### config.mk
export PLATFORM = sky130hd
export DESIGN_NAME = line_buffer_pp
export DESIGN_NICKNAME = d
export VERILOG_FILES = /design/src/rtl/linebuf_pkg.sv /design/src/rtl/linebuf_bank.sv /design/src/rtl/line_buffer_pp.sv
export SDC_FILE = /design/constraint.sdc
export NUM_CORES = 2
export LEC_CHECK = 0
export BUFFER_PORTS_ARGS = -buffer_cell sky130_fd_sc_hd__buf_4
export CAP_MARGIN = 15
export CORE_MARGIN = 2
export CORE_UTILIZATION = 46
export CTS_CLUSTER_SIZE = 20
export DETAILED_ROUTE_END_ITERATION = 7
export SLEW_MARGIN = 25
export SYNTH_ARGS = -nofsm -noshare
export SYNTH_HDL_FRONTEND = slang
export SYNTH_MEMORY_MAX_BITS = 65536
export SYNTH_SLANG_ARGS = --single-unit
### constraint.sdc
create_clock -name clock -period 3.16 [get_ports clock]
set_input_delay 0.474 -clock clock [delete_from_list [all_inputs] [get_ports clock]]
set_output_delay 0.474 -clock clock [all_outputs]
set_load 0.03 [all_outputs]
### src/rtl/linebuf_pkg.sv
// Shared types and helpers for the ping-pong pixel line buffer.
package linebuf_pkg;

  typedef enum logic {
    FILLING = 1'b0,
    FULL    = 1'b1
  } wstate_t;

  localparam logic BANK0 = 1'b0;
  localparam logic BANK1 = 1'b1;

  function automatic int pix_bus_w(input int channels, input int pix_w);
    return channels * pix_w;
  endfunction

endpackage

### src/rtl/linebuf_bank.sv
// One line bank: DEPTH x WIDTH RAM, synchronous write, registered read.
module linebuf_bank #(
  parameter int DEPTH  = 100,
  parameter int WIDTH  = 24,
  parameter int ADDR_W = $clog2(DEPTH)
) (
  input  logic              clock,
  input  logic              we,
  input  logic [ADDR_W-1:0] waddr,
  input  logic [WIDTH-1:0]  wdata,
  input  logic              re,
  input  logic [ADDR_W-1:0] raddr,
  output logic [WIDTH-1:0]  rdata
);

  logic [WIDTH-1:0] mem [DEPTH];

  // No reset: contents survive reset, and rdata only moves on a read.
  always_ff @(posedge clock) begin
    if (we) mem[waddr] <= wdata;
    if (re) rdata <= mem[raddr];
  end

endmodule

### src/rtl/line_buffer_pp.sv
// Double-buffered pixel line buffer: valid/ready line fill, random-access scan-out.
// Optional build macro LINEBUF_UNDERRUN_CNT_EN adds a saturating underrun counter.
module line_buffer_pp
  import linebuf_pkg::*;
#(
  parameter int PIX_W    = 8,
  parameter int CHANNELS = 3,
  parameter int DEPTH    = 100,
  parameter int LINES    = 100,
  parameter int ADDR_W   = $clog2(DEPTH),
  parameter int ROW_W    = $clog2(LINES)
) (
  input  logic                      clock,
  input  logic                      reset,
  input  logic                      wr_valid,
  output logic                      wr_ready,
  input  logic [CHANNELS*PIX_W-1:0] wr_data,
  output logic                      line_ready,
  input  logic                      rd_en,
  input  logic [ADDR_W-1:0]         rd_addr,
  output logic                      rd_valid,
  output logic [CHANNELS*PIX_W-1:0] rd_pixel,
  output logic [ROW_W-1:0]          row,
  input  logic                      line_done,
  output logic                      underrun
`ifdef LINEBUF_UNDERRUN_CNT_EN
  , output logic [15:0]             underrun_cnt
`endif
);

  localparam int BUS_W = pix_bus_w(CHANNELS, PIX_W);

  wstate_t           wstate, next_state;
  logic [ADDR_W-1:0] wptr;
  logic              wbank;
  logic [ROW_W-1:0]  wline;
  logic              rd_bank_valid;
  logic              rd_sel;
  logic              rd_zero;
  logic              accept, last_beat, swap, addr_ok;
  logic [BUS_W-1:0]  q0, q1;

  assign addr_ok = {1'b0, rd_addr} < (ADDR_W + 1)'(DEPTH);

  always_comb begin
    next_state = wstate;
    accept     = wr_valid && wr_ready;
    last_beat  = accept && (wptr == ADDR_W'(DEPTH - 1));
    swap       = line_done && ((wstate == FULL) || last_beat);
    case (wstate)
      FILLING: if (last_beat) next_state = FULL;
      FULL:    next_state = FULL;
      default: next_state = FILLING;
    endcase
    if (swap) next_state = FILLING;
  end

  always_ff @(posedge clock) begin
    if (reset) begin
      wstate        <= FILLING;
      wptr          <= '0;
      wbank         <= BANK0;
      wline         <= '0;
      rd_bank_valid <= 1'b0;
      wr_ready      <= 1'b0;
      line_ready    <= 1'b0;
      row           <= '0;
      underrun      <= 1'b0;
      rd_valid      <= 1'b0;
      rd_zero       <= 1'b1;
      rd_sel        <= BANK1;
    end else begin
      wstate     <= next_state;
      wr_ready   <= (next_state == FILLING);
      line_ready <= (next_state == FULL);
      underrun   <= line_done && !swap;
      rd_valid   <= rd_en;
      if (accept) wptr <= last_beat ? '0 : wptr + 1'b1;
      if (swap) begin
        wbank         <= ~wbank;
        rd_bank_valid <= 1'b1;
        row           <= wline;
        wline         <= (wline == ROW_W'(LINES - 1)) ? '0 : wline + 1'b1;
      end
      // Read selection latched from pre-swap state so a coincident read sees the old line.
      if (rd_en) begin
        rd_zero <= !rd_bank_valid || !addr_ok;
        rd_sel  <= ~wbank;
      end
    end
  end

`ifdef LINEBUF_UNDERRUN_CNT_EN
  always_ff @(posedge clock) begin
    if (reset) underrun_cnt <= '0;
    else if (line_done && !swap && underrun_cnt != 16'hFFFF) underrun_cnt <= underrun_cnt + 16'd1;
  end
`endif

  linebuf_bank #(.DEPTH(DEPTH), .WIDTH(BUS_W), .ADDR_W(ADDR_W)) u_bank0 (
    .clock (clock),
    .we    (accept && (wbank == BANK0)),
    .waddr (wptr),
    .wdata (wr_data),
    .re    (rd_en && addr_ok),
    .raddr (rd_addr),
    .rdata (q0)
  );

  linebuf_bank #(.DEPTH(DEPTH), .WIDTH(BUS_W), .ADDR_W(ADDR_W)) u_bank1 (
    .clock (clock),
    .we    (accept && (wbank == BANK1)),
    .waddr (wptr),
    .wdata (wr_data),
    .re    (rd_en && addr_ok),
    .raddr (rd_addr),
    .rdata (q1)
  );

  assign rd_pixel = rd_zero ? '0 : ((rd_sel == BANK0) ? q0 : q1);

endmodule

* Word level (Yosys, flattened, before mapping)
Memories as Yosys holds them, arrays and structs flattened. A register that Yosys moved wholly into a read port is not among the register bits.
Index checks and enable logic that the tools add are counted.
** Word-level totals
- Bits in registers :: 29
- Bits in writable memories :: 4800
- Bits of input ports :: 36
- Output and inout port bits :: 35
- Logic and storage cells :: 44
- Memories :: 2
** Operators by class
- $add $sub $neg :: 2
- Order comparisons :: 1
- Eq/ne operators :: 2
- Muxes and demuxes :: 11
- Bitwise logic cells :: 3
- Reduce and logical (&&, ||, !) cells :: 12
** Memories
- u_bank0.mem :: depth 100, bits a word 24, rd ports 1, clocked after memory_dff 1, wr ports 1, RTL line linebuf_bank.sv:16 : logic [WIDTH-1:0] mem [DEPTH];
- u_bank1.mem :: depth 100, bits a word 24, rd ports 1, clocked after memory_dff 1, wr ports 1, RTL line linebuf_bank.sv:16
** Operator list (count)
- two-way mux 24 bit :: 2
- adder 7 x 1 -> 7 bit, second input constant :: 2
- == test 7 bit, second input constant :: 2
- two-way mux 7 bit :: 2
- logical AND 1 bit :: 7
- < comparator 7 bit, second input constant :: 1
- two-way mux 1 bit :: 6
- logical NOT 1 bit :: 3
- NOT 1 bit :: 3
- logical OR 1 bit :: 2
- one-hot mux 1 bit (2 select lines) :: 1

* Logic depth before layout (Yosys ltp)
- Depth after elaboration :: 6
- Gate-level depth with buffers :: 12
- Mapped depth without buffers :: 7

* Hierarchy
Synthesis repeated with hierarchy kept, for this count alone.
** Unflattened totals
- Cells, all modules :: 8379
- Area, all modules :: 186662.8 sq um
** Modules (own cells, without submodules)
- linebuf_bank :: instances 2, cells an instance 4088, area an instance 92513.7 sq um, seq. area each 72789.8 sq um
- line_buffer_pp :: instances 1, cells an instance 203, area an instance 1635.3 sq um, seq. area each 580.6 sq um

* Worst setup path before layout
OpenSTA, ideal clock, no wires.
- Path type :: input -> register
- Start point :: input port rd_addr[2]
- End point :: register rd_zero
- Library setup time :: 0.123 ns
- Arrival :: 2.979 ns
- Required time :: 3.037 ns
- Setup slack :: 0.058 ns
- Stages on the path :: 8
- Buffers on the path :: 4
- Path through :: buf_2 -> buf_2 -> buf_2 -> buf_2 -> nor3_1 -> o21a_1 -> a21oi_1 -> or2_2
** Between the ends
- Word-level cells in the longest chain between the ends :: 3
** RTL lines
- start, declared :: RTL line line_buffer_pp.sv:20 : input logic [ADDR_W-1:0] rd_addr,
- < comparator 7 bit :: RTL line line_buffer_pp.sv:43 : assign addr_ok = {1'b0, rd_addr} < (ADDR_W + 1)'(DEPTH);
- logical NOT 1 bit :: RTL line line_buffer_pp.sv:87 : rd_zero <= !rd_bank_valid || !addr_ok;
- logical OR 1 bit :: RTL line line_buffer_pp.sv:87
- end signal, assigned :: RTL line line_buffer_pp.sv:87
- end, declared :: RTL line line_buffer_pp.sv:39 : logic rd_zero;
Every way passes these cells.
A chain may end at the register's enable or synchronous reset.

* Final worst setup path
- Start point :: register rd_sel
- End point :: output port rd_pixel[9]
** Between the ends
- Word-level cells in the longest chain between the ends :: 2
** RTL lines
- start, declared :: RTL line line_buffer_pp.sv:38 : logic rd_sel;
- start signal, assigned :: RTL line line_buffer_pp.sv:88 : rd_sel <= ~wbank;
- two-way mux 24 bit (2 in a row) :: RTL line line_buffer_pp.sv:120 : assign rd_pixel = rd_zero ? '0 : ((rd_sel == BANK0) ? q0 : q1);
- end, declared :: RTL line line_buffer_pp.sv:22 : output logic [CHANNELS*PIX_W-1:0] rd_pixel,
Every way passes these cells.

==> metrics.md <==
| Metric | Value |
|---|---|
| Outcome | finished with violations |
| Failing checks | negative setup slack |
| Mapped Nets | between 8000 and 9000 |
| RSZ-0062 raised after global routing | false |
| Mapped cell area | between 150000 and 200000 um^2 |
| Grt total ovfl | 0 |
| Setup CP Type | reg -> out |
| Largest net degree at the start of global routing | roughly 120 |
| FP Rows | 234 |
| Post-synthesis sequential area ratio | approximately four fifths |
| LEAKAGE | 70.1 nW |
| Share of layout cells above drive strength 1 | between 30 and 40% |
| DRC viols | 0 |
| IO Count | just over 70 |
| CTS Buf Count | 479 |
| Mapped Cells | 8128 |
| Clock skew | about 97 ps |
| CP Data Arrival Time | around 2700 ps |
| Starting Density | approximately 46% |
| Clock buffer depth | 4 |
| Routed len/inst | between 30 and 40 um |
| Fin crit period | ~3200 ps |
| Footprint of the multi-input gates | 39100 um^2 |
| Overall power | approximately 0.14 W |
| Worst EP required | between 2000 and 3000 ps |
| CP Max Fanout | 7 |
| Commonest cells post-synth | 4848 x edfxtp_1, 1250 x mux4_2, 338 x mux2i_1 |
| Final nets | around 9300 |
| HPWL after DPL | approximately 330 mm |
| Vias | about 95000 |
| FF+latch area | roughly 150000 um^2 |
| Synth area leader | edfxtp_1 |
| Drt total wl | roughly 550 mm |
| Clock sinks | about 4900 |
| Hold Startpoint | wr_data[13] |
| Worst Tran Pin Value | around 1100 ps |
| Reg clk slew, reported paths | 60 ps |
| Net Sw Frac | a little over a fifth |
| CTS root buffer | clkbuf_16 |
| Synth async-reset ratio | 0% |
| Core area | between 400000 and 500000 um^2 |
| Fmax | 314 MHz |
| Min-Delay Path Class | in -> reg |
| Filler cells | 30300 |
| Clock share of power | between 40% and 50% |
| Crit path launch | rd_sel$_SDFFE_PP1P_ |
| Routability cong. | 0.896 |
| Internal power | 0.107 W |
| Overall routing resource usage | 26.6% |
| Logic gate share of total power | around 5.5% |
| Final WS setup | -27.3 ps |
| First-pass DRT Iterations | 6 |
| DR iter-0 viols | 14900 |
| FF-to-FF Start | wr_ready$_SDFF_PP0_ |
| Sequential Power Share | between 50% and 60% |
| TNS Setup | -27.3 ps |
| Count of different cell masters after synthesis | around 60 |
| Post-synth EDFFs | ~4800 |
| Worst VDD drop | roughly 540 uV |
| Mean Syn Cell Area | 23.0 um^2 |
| Slew margin rel. | around a quarter |
| P per Cell Area | between 600 and 700 nW/um^2 |
| Die span in x | 642 um |
| First-pass GRT wire length | roughly 760 mm |
| DIE AREA | slightly above 400000 um^2 |
| Syn-to-layout area delta | 17.7% |
| Top cell type's share of synthesized area | 77.9% |
| Main synth FF type | edfxtp_1 |
| Final period util | 101% |
| Max-Cap Viols | 0 |
| Critical path capture point type | output port |
| Port bufs | 70 |
| Number of global-route vias before repair | 93700 |
| Top cells by area, synth | edfxtp_1 78%, mux4_2 15%, mux2i_1 1.8% |
| Initial antenna violation count | 42 |
| CTS tree | done |
| Routed vias/inst | between 6 and 7 |
| Die Ht | ~640 um |
| Slew Viols, Final | 0 |
| # setup viols final | 1 |
| Clk_lat worst skew | approximately 1100 ps |
| Crit path launch type | register |
| Most common cell in the netlist | edfxtp_1 |
| Final Hold Vio Count | 0 |
| Synth Register Bits | 4877 |
| H-Tree Depth | 5 |
| Antenna-violating nets left | 0 |
| Switching power | roughly 0.029 W |
| Yosys warning count | 0 |
## sequential cells by signal, indices dropped and copies added, names as in the netlist
register       cells
u_bank0.rdata     24
wstate             1
rd_bank_valid      1
u_bank0.mem     2400
rd_valid           1
underrun           1
wbank              1
wline              7
rd_sel             1
wptr               7
u_bank1.mem     2400
row                7
wr_ready           1
rd_zero            1
u_bank1.rdata     24
## area by class of cell
type / count / share of cell area (%)
Inverter: 10 / 0.0273
Clock buffer: 564 / 5.61
Multi-Input combinational cell: 2789 / 17.8
Antenna cell: 8 / 0.00909
Timing Repair Buffer: 1101 / 5.53
Clock inverter: 336 / 1.58
Sequential cell: 4877 / 66.4
Tap cell: 5428 / 3.09
## timing repair
item,4_1_cts,5_1_grt
pin swaps,0,0
hold buffers,19,2
endpoints found under the setup margin,22,2
setup buffers,3,0
resized for setup,3,2
hold endpoints to repair,403,55
## worst paths after layout
check / cells past startpoint / end / slack [ps]
setup / recovery: 4 / rd_pixel[9] / -30
hold / removal: 1 / u_bank1.mem[90][13]$_DFFE_PP_ / 20
setup reg to reg: 6 / u_bank1.mem[51][18]$_DFFE_PP_ / 350
hold reg to reg: 2 / row[0]$_SDFFE_PP0P_ / 460
## cell usage in the layout, fill, tap and decap left out, drive strengths merged, types with 29 or more instances in the layout
cell type	n
edfxtp	4848
mux4	1250
buf	1079
clkbuf	565
mux2i	338
nor2	302
nand2	251
clkinv	245
a22oi	78
a21oi	67
nand3	59
bufinv	58
a221oi	56
o21ai	56
o22ai	42
dfxtp	29
## power by group through the flow
stage	logic [W]	registers, W	clock network [W]
final	0.00744	0.0713	0.0575
after detailed placement	0.00737	0.0727	0
after CTS	0.00741	0.0713	0.0582
after global placement	0.00725	0.0727	0
after global routing	0.00769	0.0713	0.0606
after floorplan	0.00332	0.0726	0
## critical path: stages (launching register included)
cell,delay [ps]
dfxtp_4,440
buf_12,160
mux2i_1,80
nor2_1,710
buf_4,300
## stage by stage
step                util [%]  hold slack (ps)  worst slack, ps  area [um^2]  instances
finish                  54.3             19.4            -27.3       220000      15100
global route            54.3             19.4             18.7       220000      15100
CTS                     54.3            0.814             33.6       220000      15100
detailed placement      50.3              450             -410       204000      14200
global placement        50.3              446             -443       204000      14200
floorplan                  -              441             58.0       187000       8128
## kinds of logic (layout without fill, tap and decap cells)
group / after synthesis / in the layout / share of synthesized area [%]
compound gates: 441 / 441 / 1.65
xor+xnor: 7 / 7 / 0.0328
fa+ha+maj: 2 / 2 / 0.0134
buf+inv: 462 / 2011 / 1.47
flops: 4877 / 4877 / 78.2
mux: 1615 / 1615 / 17.0
other cells: 0 / 8 / 0
simple gates: 724 / 724 / 1.63
## per-layer routing
| layer | GRT usage [%] | routed length [um] | vias to the layer above |
|---|---|---|---|
| li1 | - | - | 37000 |
| met1 | 37.1 | 212000 | 51500 |
| met2 | 42.0 | 260000 | 5262 |
| met3 | 4.97 | 53700 | 913 |
| met4 | 10.2 | 24600 | 14 |
| met5 | 0.0354 | 80 | - |
Power figures use the tool's default switching activity.
